## src/rtl/ex_muldiv.sv

```systemverilog
// Iterative MULT/MULTU/DIV/DIVU unit that owns HI/LO and services MTHI/MTLO.
// Optional single-cycle multiplier: define MULDIV_FAST_MUL_EN.
module ex_muldiv (
    input  logic        clk,
    input  logic        rst_n,
    input  logic        start,
    input  logic [2:0]  op,
    input  logic [31:0] src_a,
    input  logic [31:0] src_b,
    input  logic        clr,
    output logic        busy,
    output logic        stall_req,
    output logic        done,
    output logic [31:0] hi,
    output logic [31:0] lo
);

    typedef enum logic [1:0] {
        ST_IDLE = 2'd0,
        ST_RUN  = 2'd1,
        ST_FIX  = 2'd2
    } state_t;

    state_t      state_r;
    state_t      state_next_s;
    logic [4:0]  cnt_r;
    logic [31:0] a_mag_r;
    logic [31:0] b_mag_r;
    logic [63:0] acc_r;
    logic        is_div_r;
    logic        res_neg_r;
    logic        rem_neg_r;
    logic        div_zero_r;
    logic [31:0] hi_r;
    logic [31:0] lo_r;
    logic        done_r;
    logic        busy_r;

    logic        start_md_s;
    logic        start_mt_s;
    logic        signed_op_s;
    logic [31:0] a_abs_s;
    logic [31:0] b_abs_s;
    logic [32:0] mul_sum_s;
    logic [63:0] mul_step_s;
    logic [32:0] div_shift_s;
    logic [32:0] div_diff_s;
    logic [63:0] div_step_s;
    logic [63:0] product_s;
    logic [63:0] prod_fix_s;
    logic [31:0] quot_fix_s;
    logic [31:0] rem_fix_s;
    logic [31:0] hi_wr_s;
    logic [31:0] lo_wr_s;

    function automatic logic [31:0] abs32(input logic [31:0] v, input logic sgn);
        logic [31:0] r;
        if (sgn && v[31]) begin
            r = ~v + 32'd1;
        end else begin
            r = v;
        end
        return r;
    endfunction

    function automatic logic [31:0] neg32(input logic [31:0] v, input logic en);
        logic [31:0] r;
        if (en) begin
            r = ~v + 32'd1;
        end else begin
            r = v;
        end
        return r;
    endfunction

    // Request decode; only IDLE samples start, and a flush masks it.
    always_comb begin
        start_md_s  = 1'b0;
        start_mt_s  = 1'b0;
        signed_op_s = 1'b0;
        if (start && !clr && (state_r == ST_IDLE)) begin
            start_md_s = (op[2] == 1'b0);
            start_mt_s = (op == 3'd4) || (op == 3'd5);
        end else begin
            start_md_s = 1'b0;
            start_mt_s = 1'b0;
        end
        signed_op_s = (op == 3'd0) || (op == 3'd2);
        a_abs_s     = abs32(src_a, signed_op_s);
        b_abs_s     = abs32(src_b, signed_op_s);
    end

    // One iteration of shift-add multiply and restoring divide.
    // Multiply keeps {partial product, remaining multiplier bits} in acc_r;
    // divide keeps {partial remainder, dividend/quotient bits}.
    always_comb begin
        mul_sum_s   = {1'b0, acc_r[63:32]} + (acc_r[0] ? {1'b0, a_mag_r} : 33'd0);
        mul_step_s  = {mul_sum_s, acc_r[31:1]};
        div_shift_s = {acc_r[63:32], acc_r[31]};
        div_diff_s  = div_shift_s - {1'b0, b_mag_r};
        if (div_diff_s[32]) begin
            div_step_s = {div_shift_s[31:0], acc_r[30:0], 1'b0};
        end else begin
            div_step_s = {div_diff_s[31:0], acc_r[30:0], 1'b1};
        end
    end

    // Sign correction and HI/LO write data produced in FIX.
    always_comb begin
`ifdef MULDIV_FAST_MUL_EN
        product_s = {32'd0, a_mag_r} * {32'd0, b_mag_r};
`else
        product_s = acc_r;
`endif
        if (res_neg_r) begin
            prod_fix_s = ~product_s + 64'd1;
        end else begin
            prod_fix_s = product_s;
        end
        // Divide by zero forces an all-ones quotient regardless of signs.
        if (div_zero_r) begin
            quot_fix_s = 32'hFFFF_FFFF;
        end else begin
            quot_fix_s = neg32(acc_r[31:0], res_neg_r);
        end
        rem_fix_s = neg32(acc_r[63:32], rem_neg_r);
        if (is_div_r) begin
            hi_wr_s = rem_fix_s;
            lo_wr_s = quot_fix_s;
        end else begin
            hi_wr_s = prod_fix_s[63:32];
            lo_wr_s = prod_fix_s[31:0];
        end
    end

    // Next-state logic; a flush returns to IDLE from any state.
    always_comb begin
        state_next_s = state_r;
        if (clr) begin
            state_next_s = ST_IDLE;
        end else begin
            case (state_r)
                ST_IDLE: begin
                    if (start_md_s) begin
`ifdef MULDIV_FAST_MUL_EN
                        state_next_s = op[1] ? ST_RUN : ST_FIX;
`else
                        state_next_s = ST_RUN;
`endif
                    end else begin
                        state_next_s = ST_IDLE;
                    end
                end
                ST_RUN: begin
                    if (cnt_r == 5'd31) begin
                        state_next_s = ST_FIX;
                    end else begin
                        state_next_s = ST_RUN;
                    end
                end
                ST_FIX:  state_next_s = ST_IDLE;
                default: state_next_s = ST_IDLE;
            endcase
        end
    end

    // State register; busy is registered alongside so it mirrors state != IDLE.
    always_ff @(posedge clk or negedge rst_n) begin
        if (!rst_n) begin
            state_r <= ST_IDLE;
            busy_r  <= 1'b0;
        end else begin
            state_r <= state_next_s;
            busy_r  <= (state_next_s != ST_IDLE);
        end
    end

    // Operand capture and iterative datapath.
    always_ff @(posedge clk or negedge rst_n) begin
        if (!rst_n) begin
            cnt_r      <= 5'd0;
            a_mag_r    <= 32'd0;
            b_mag_r    <= 32'd0;
            acc_r      <= 64'd0;
            is_div_r   <= 1'b0;
            res_neg_r  <= 1'b0;
            rem_neg_r  <= 1'b0;
            div_zero_r <= 1'b0;
        end else if (start_md_s) begin
            cnt_r      <= 5'd0;
            a_mag_r    <= a_abs_s;
            b_mag_r    <= b_abs_s;
            acc_r      <= {32'd0, (op[1] ? a_abs_s : b_abs_s)};
            is_div_r   <= op[1];
            res_neg_r  <= signed_op_s && (src_a[31] ^ src_b[31]);
            rem_neg_r  <= signed_op_s && src_a[31];
            div_zero_r <= op[1] && (src_b == 32'd0);
        end else if (state_r == ST_RUN) begin
            cnt_r <= cnt_r + 5'd1;
            acc_r <= is_div_r ? div_step_s : mul_step_s;
        end else begin
            cnt_r <= cnt_r;
            acc_r <= acc_r;
        end
    end

    // Architectural HI/LO and the completion pulse; a flush blocks the FIX write.
    always_ff @(posedge clk or negedge rst_n) begin
        if (!rst_n) begin
            hi_r   <= 32'd0;
            lo_r   <= 32'd0;
            done_r <= 1'b0;
        end else begin
            done_r <= (state_r == ST_FIX) && !clr;
            if (start_mt_s) begin
                if (op == 3'd4) begin
                    hi_r <= src_a;
                end else begin
                    lo_r <= src_a;
                end
            end else if ((state_r == ST_FIX) && !clr) begin
                hi_r <= hi_wr_s;
                lo_r <= lo_wr_s;
            end else begin
                hi_r <= hi_r;
                lo_r <= lo_r;
            end
        end
    end

    assign busy      = busy_r;
    assign stall_req = busy_r;
    assign done      = done_r;
    assign hi        = hi_r;
    assign lo        = lo_r;

endmodule

```

## config.mk

```make
export PLATFORM = sky130hd
export DESIGN_NAME = ex_muldiv
export DESIGN_NICKNAME = d
export VERILOG_FILES = /design/src/rtl/ex_muldiv.sv
export SDC_FILE = /design/constraint.sdc
export NUM_CORES = 1
export LEC_CHECK = 0
export ABC_AREA = 0
export CORE_UTILIZATION = 54
export DETAILED_ROUTE_END_ITERATION = 8
export PLACE_DENSITY = 0.78
export SLEW_MARGIN = 30
export SYNTH_ARGS = -nofsm -noshare
export SYNTH_HDL_FRONTEND = slang
export SYNTH_SLANG_ARGS = --single-unit
```

## constraint.sdc

```tcl
create_clock -name clk -period 3.4 [get_ports clk]
set_clock_uncertainty 0.05 [all_clocks]
set_input_delay 0.68 -clock clk [delete_from_list [all_inputs] [get_ports clk]]
set_output_delay 0.68 -clock clk [all_outputs]
set_load 0.02 [all_outputs]
```

==> flow_summary_export.csv, run 1 <==
group,metric,value,unit
detailed_routing,highest-signal-layer,"met4",
clocking,cts_root_buf,"clkbuf_16",
global_route,grt.overflow.total,0,
synthesis,synthCells,1983,
worst_setup_path,crit_arrival,3.70,ns
finish,fillCellCount,2372,
worst_setup_path,path_class,"flop to flop",
sta,fin_crit_sh,98.2,%
synthesis,synth_cell_type_count,78,
placement,gp_congestion,1.01,
clocking,cts_max_path_buffers,3,
detailed_routing,routed_wl,62.2,mm
die,dieArea,30100,µm²
clocking,clock_latency,0.55,ns
finish,drive_gt1_share,16.1,%
global_route,antenna_found_initial,1,
die,row_count,62,
clocking,cts_hold_buf,0,
detailed_routing,wl_met3,5.41,mm
global_route,grt_start_max_net_pins,70,
worst_setup_path,reg2reg_from,"b_mag_r[5]$_DFFE_PN0P_",
synthesis,ys.flop_type,"dfrtp_1",
detailed_routing,wl_per_cell,23.3,µm
detailed_routing,drtPass1Iterations,6,
detailed_routing,drtAntennaViolNets,0,
synthesis,synth_area,15900,µm²
worst_setup_path,crit_required,3.76,ns
global_route,track_usage,40.2,%
die,die_h,174,µm
worst_setup_path,critical_path_peak_fanout,8,
hold_path,holdCritPathClass,"input pin to async pin",
sta,setup_viol,0,
worst_setup_path,endpoint_kind,"flop",
sta,min_period,3.34,ns
die,io_pins,138,
sta,relSlewSlack,31.8,%
synthesis,yosysTopAreaCellShare,32.3,%
finish,n_antenna_cell,0,
sta,worst_pin_slew,1.02,ns
worst_setup_path,timing.reg2reg.setup_slack,0.06,ns
die,fp.coreArea,28900,µm²
synthesis,yosysWarnings,0,
synthesis,synth_commonest_cells,"nand2_1 (293), o21ai_0 (227), dfrtp_1 (205)",
sta,setup_ws,0.0611,ns
synthesis,synth_area_leaders,"dfrtp_1 (32%), o21ai_0 (7.1%), nand2_1 (6.9%)",
synthesis,synthesis.nets,2126,
sta,maxSlewViolCount,0,
detailed_routing,drt_iter0_markers,1876,
power,leakage,0.00909,µW
sta,fmax,299,MHz
worst_setup_path,r2r_end,"acc_r[50]$_DFFE_PN0P_",
detailed_routing,viasPerCell,6.32,
sta,hold_viol,0,
die,initial_core_util,55.1,%
detailed_routing,wl_met1,25.2,mm
synthesis,ys_async_sr_fraction,100,%
worst_setup_path,r2r_cells,15,
power,power.density,847,nW/µm²
detailed_routing,num_vias,16900,
clocking,cts.sinks,205,
clocking,cts_tree,"built",
synthesis,yosysSeqAreaShare,32.3,%
placement,port_buffers,137,
detailed_routing,drc,0,
synthesis,syn_avg_cell_area,8.01,µm²
finish,utilization,70.6,%
placement,placed_area,19100,µm²
synthesis,synth.largest_area_cell,"dfrtp_1",
placement,dp_slack,-0.170,ns
finish,finalNetCount,2412,
placement,dp_hpwl,48.5,mm
global_route,grt_pass1_wl,93.3,mm
sta,rsz0062_at_grt,"true",
global_route,grt_pass1_vias,16100,
clocking,clkTransAtPathRegs,0.06,ns
synthesis,synth_edf_count,0,
die,die_w,174,µm
clocking,numCtsBuffers,24,
synthesis,ys_ff_latch,205,
power,p_total,17300,µW
worst_setup_path,cp-start-kind,"flop",
clocking,htree_num_levels,1,
synthesis,synthMostInstantiatedCell,"nand2_1",
finish,final_area,20400,µm²
detailed_routing,wl_met2,28.2,mm
outcome,outcome,"completed",
finish,area_delta_synth_final,28.3,%
run,maxCapViolations,0,
power,ir_worst_vdd,0.000491,V
registers in the layout, summed over array words and instances, names as in the netlist:
name	cells
rem_neg_r	1
done	1
acc_r	64
state_r	2
a_mag_r	32
hi	32
lo	32
is_div_r	1
busy	1
div_zero_r	1
cnt_r	5
res_neg_r	1
b_mag_r	32
placed cells by master, fill, tap and decap left out, drive strengths merged, types with 6 or more instances in the layout:
cell | netlist | final
o21a | 18 | 18
xnor2 | 96 | 96
mux2i | 52 | 52
or2 | 8 | 8
nand2 | 293 | 293
xor2 | 82 | 82
ha | 70 | 70
mux2 | 6 | 6
nand3 | 32 | 32
nand4 | 14 | 14
a311oi | 7 | 7
a22oi | 20 | 20
and3 | 10 | 10
nor2b | 12 | 12
or4 | 18 | 18
a31oi | 38 | 38
a21oi | 131 | 131
o31ai | 17 | 17
o221ai | 12 | 12
clkbuf | 101 | 31
nand2b | 19 | 19
nor2 | 113 | 113
dfrtp | 205 | 205
nor4 | 21 | 21
clkdlybuf4s50 | 0 | 136
clkinv | 1 | 8
a21o | 26 | 26
o22ai | 36 | 36
nor3 | 38 | 38
o41ai | 9 | 9
a211oi | 13 | 13
o211ai | 35 | 35
o21ai | 229 | 229
and2 | 40 | 40
buf | 20 | 243
inv | 65 | 65
or3 | 21 | 21
cell families after synthesis:
family / share of synthesized area [%]
multiplexers: 3.70
flip-flops: 32.3
AO/OA/AOI/OAI: 24.6
buffers and inverters: 4.61
adder cells (fa/ha/maj): 5.76
XOR/XNOR: 9.81
AND/OR/NAND/NOR: 19.3
report_power, final:
group / internal [µW] / switching, µW
sequential: 3150 / 670
clock: 1770 / 1140
combinational: 4590 / 5950
how the worst max path moves through the flow:
stage | cells after the start | startpoint | to | slack (ns)
finish | 15 | b_mag_r[5]$_DFFE_PN0P_ | acc_r[50]$_DFFE_PN0P_ | 0.06
CTS | 14 | acc_r[0]$_DFFE_PN0P_ | acc_r[63]$_DFFE_PN0P_ | -0.008
floorplan | 13 | acc_r[0]$_DFFE_PN0P_ | acc_r[63]$_DFFE_PN0P_ | 0.07
global route | 13 | acc_r[0]$_DFFE_PN0P_ | acc_r[61]$_DFFE_PN0P_ | -0.05
global placement | 10 | src_b[5] | acc_r[29]$_DFFE_PN0P_ | -0.15
detailed placement | 10 | src_b[5] | acc_r[29]$_DFFE_PN0P_ | -0.17
worst max-delay path: stages (launching register included):
cell	delay, ns
dfrtp_1	0.35
inv_1	0.15
ha_2	0.34
a21oi_2	0.19
nor2b_4	0.19
a211oi_2	0.08
buf_4	0.15
o21a_4	0.23
buf_4	0.13
o2111a_1	0.26
a311oi_4	0.32
buf_12	0.18
buf_4	0.17
buf_4	0.14
mux2i_1	0.17
o21ai_0	0.10
layer usage:
metal	up-vias	global-route usage (%)
met5	-	0
met4	0	18.5
met3	196	5.59
met2	878	64.1
met1	8096	54.3
li1	7693	-
per-stage QoR:
| step | hold WS (ns) | TNS, ns | std cells |
|---|---|---|---|
| after global routing | 0.107 | -0.213 | 2670 |
| after CTS | 0.0934 | -0.00789 | 2652 |
| after detailed placement | 0.407 | -1.48 | 2609 |
| after floorplan | 0.334 | 0 | 1983 |
| after global placement | 0.405 | -0.602 | 2609 |
| final | 0.0674 | 0 | 2670 |
what timing repair did:
action                                  CTS  global route
endpoints found under the setup margin   27            46
buffers inserted                          0            17
cloned                                    0             1
pin swaps                                 1            16
resized for setup                         3            48
area by class of cell:
cell class | instances | area (µm²) | share of cell area (%)
Multi-Input combinational cell | 1591 | 10300 | 50.4
Timing Repair Buffer | 381 | 3350 | 16.4
Tap cell | 384 | 480 | 2.36
Clock inverter | 14 | 229 | 1.12
Inverter | 66 | 248 | 1.22
Clock buffer | 29 | 659 | 3.24
Sequential cell | 205 | 5130 | 25.2
Note: power is estimated with default switching activity, not from simulation.
==> run 2, diff against run 1 <==
--- a/config.mk
+++ b/config.mk
@@ -8,7 +8,7 @@
 export ABC_AREA = 0
 export CORE_UTILIZATION = 54
 export DETAILED_ROUTE_END_ITERATION = 8
-export PLACE_DENSITY = 0.78
+export PLACE_DENSITY = 0.83
 export SLEW_MARGIN = 30
 export SYNTH_ARGS = -nofsm -noshare
 export SYNTH_HDL_FRONTEND = slang
==> run 2 against run 1 <==
Utilization increased by 0.24 points. Total power rose by 2.8%. Maximum frequency is 0.95% lower. Sequential share of layout area is 0.099 points lower. Via count increased by 2.6%. First-iteration DRC count rose by 5.7%. Setup slack got worse by 0.032 ns.
==> flow_summary_export.csv, run 2 (synthesis gave the netlist of run 1 again) <==
group,metric,value,unit
outcome,outcome,"completed",
clocking,htree_num_levels,1,
power,power.density,868,nW/µm²
hold_path,holdCritPathClass,"input pin to async pin",
clocking,cts_hold_buf,0,
sta,fmax,297,MHz
detailed_routing,drt_iter0_markers,1983,
worst_setup_path,cp-start-kind,"flop",
detailed_routing,routed_wl,62.7,mm
clocking,clock_latency,0.55,ns
worst_setup_path,endpoint_kind,"flop",
power,swShare,44.6,%
die,die_h,174,µm
worst_setup_path,crit_arrival,3.76,ns
sta,rsz0062_at_grt,"true",
detailed_routing,wl_per_cell,23.4,µm
global_route,grt_pass1_vias,16500,
power,seq_power_share,21.4,%
sta,fin_crit_sh,99.1,%
sta,hold_viol,0,
worst_setup_path,cp-endpoint,"acc_r[59]$_DFFE_PN0P_",
worst_setup_path,reg2reg_from,"acc_r[0]$_DFFE_PN0P_",
clocking,cts.sinks,205,
clocking,numCtsBuffers,25,
placement,dp_slack,-0.170,ns
power,combPwrFrac,61.9,%
run,maxCapViolations,0,
worst_setup_path,r2r_end,"acc_r[59]$_DFFE_PN0P_",
clocking,cts_tree,"built",
sta,hold_ws,0.150,ns
finish,drive_gt1_share,15.9,%
detailed_routing,drtAntennaViolNets,0,
clocking,clkTransAtPathRegs,0.06,ns
global_route,grt.overflow.total,0,
power,leakage,0.00913,µW
placement,dpl.cell_count,2614,
worst_setup_path,crit_required,3.79,ns
detailed_routing,drtPass1Iterations,5,
clocking,cts_root_buf,"clkbuf_16",
placement,dp_hpwl,47.7,mm
worst_setup_path,critical_path_peak_fanout,3,
power,p_total,17700,µW
global_route,track_usage,40.6,%
placement,port_buffers,137,
worst_setup_path,path_class,"flop to flop",
die,dieArea,30100,µm²
sta,setup_viol,0,
finish,top_register,"acc_r",
detailed_routing,viasPerCell,6.46,
detailed_routing,num_vias,17300,
global_route,grt_start_max_net_pins,83,
finish,fillCellCount,2300,
finish,n_antenna_cell,0,
worst_setup_path,r2r_cells,16,
sta,worst_pin_slew,0.927,ns
die,initial_core_util,55.1,%
sta,relSlewSlack,38.0,%
sta,setup_ws,0.0290,ns
worst_setup_path,timing.reg2reg.setup_slack,0.03,ns
detailed_routing,drc,0,
power,p_sw,7910,µW
global_route,grt_pass1_wl,94.7,mm
sta,maxSlewViolCount,0,
global_route,antenna_found_initial,1,
worst_setup_path,cp-startpoint,"acc_r[0]$_DFFE_PN0P_",
clocking,cts_max_path_buffers,3,
finish,finalNetCount,2419,
placement,gp_congestion,1.00,
sta,min_period,3.37,ns
power,ir_worst_vdd,0.000537,V
finish,largest_reg_flops,64,
die,die_w,174,µm
finish,layout_commonest_cell,"nand2_1",
die,io_pins,138,
die,row_count,62,
finish,mostFrequentLayoutCells,"nand2_1 (293), buf_4 (234), o21ai_0 (219)",
power,p_int,9840,µW
finish,area_delta_synth_final,28.7,%
finish,instances_no_fill,2678,
die,fp.coreArea,28900,µm²
power,clockPowerShare,16.7,%
## run 2: how the worst min path moves through the flow
stage / to / from / cells past startpoint
after CTS: lo[14]$_DFFE_PN0P_ / rst_n / 1
after floorplan: a_mag_r[0]$_DFFE_PN0P_ / rst_n / 0
after detailed placement: a_mag_r[19]$_DFFE_PN0P_ / a_mag_r[19]$_DFFE_PN0P_ / 2
final: lo[12]$_DFFE_PN0P_ / rst_n / 1
after global routing: lo[11]$_DFFE_PN0P_ / rst_n / 1
after global placement: a_mag_r[19]$_DFFE_PN0P_ / a_mag_r[19]$_DFFE_PN0P_ / 2
## run 2: repair_timing
item / in CTS / in global routing
cloned: 0 / 4
endpoints found under the setup margin: 27 / 40
buffers inserted: 4 / 12
hold endpoints to repair: 0 / 0
pin swaps: 2 / 17
resized for setup: 3 / 43
## run 2: power groups by stage
stage / sequential, µW / clock (µW) / combinational [µW]
2_1_floorplan: 4060 / 0 / 5740
3_3_place_gp: 3770 / 0 / 9670
3_5_place_dp: 3800 / 0 / 9900
4_1_cts: 3770 / 2960 / 10100
5_1_grt: 3860 / 3040 / 11700
6_report: 3800 / 2960 / 11000
## run 2: final cells by class
| type | count | area, µm² | share of cell area, % |
|---|---|---|---|
| Multi-Input combinational cell | 1591 | 10300 | 50.2 |
| Inverter | 66 | 248 | 1.21 |
| Tap cell | 384 | 480 | 2.35 |
| Clock buffer | 33 | 696 | 3.40 |
| Clock inverter | 12 | 200 | 0.979 |
| Sequential cell | 205 | 5130 | 25.1 |
| Timing Repair Buffer | 387 | 3440 | 16.8 |
## run 2: metrics by stage
| step | setup TNS, ns | utilization, % | instance area (µm²) |
|---|---|---|---|
| floorplan | 0 | - | 15900 |
| global placement | -0.466 | 66.3 | 19100 |
| detailed placement | -3.66 | 66.3 | 19100 |
| CTS | 0 | 69.5 | 20100 |
| global route | -0.429 | 70.9 | 20500 |
| finish | 0 | 70.9 | 20500 |
## run 2: metal layers
layer | up-vias | wire, µm | global-route usage, %
li1 | 7717 | - | -
met1 | 8337 | 24500 | 53.3
met2 | 1000 | 28600 | 65.4
met3 | 242 | 6200 | 7.04
met4 | 0 | 3430 | 19.0
met5 | - | 0 | 0
## run 2: worst max-delay path, cell delays in order (launching register included)
cell and delay (ns):
dfrtp_1 0.39, and2_1 0.15, ha_2 0.21, inv_2 0.06, fa_2 0.37, nor2b_4 0.14
o211ai_1 0.14, a31oi_1 0.27, a211oi_1 0.11, buf_4 0.16, o31a_1 0.28, o31ai_2 0.18
buf_4 0.15, a311oi_2 0.11, buf_4 0.16, xor2_1 0.14, o221ai_1 0.19
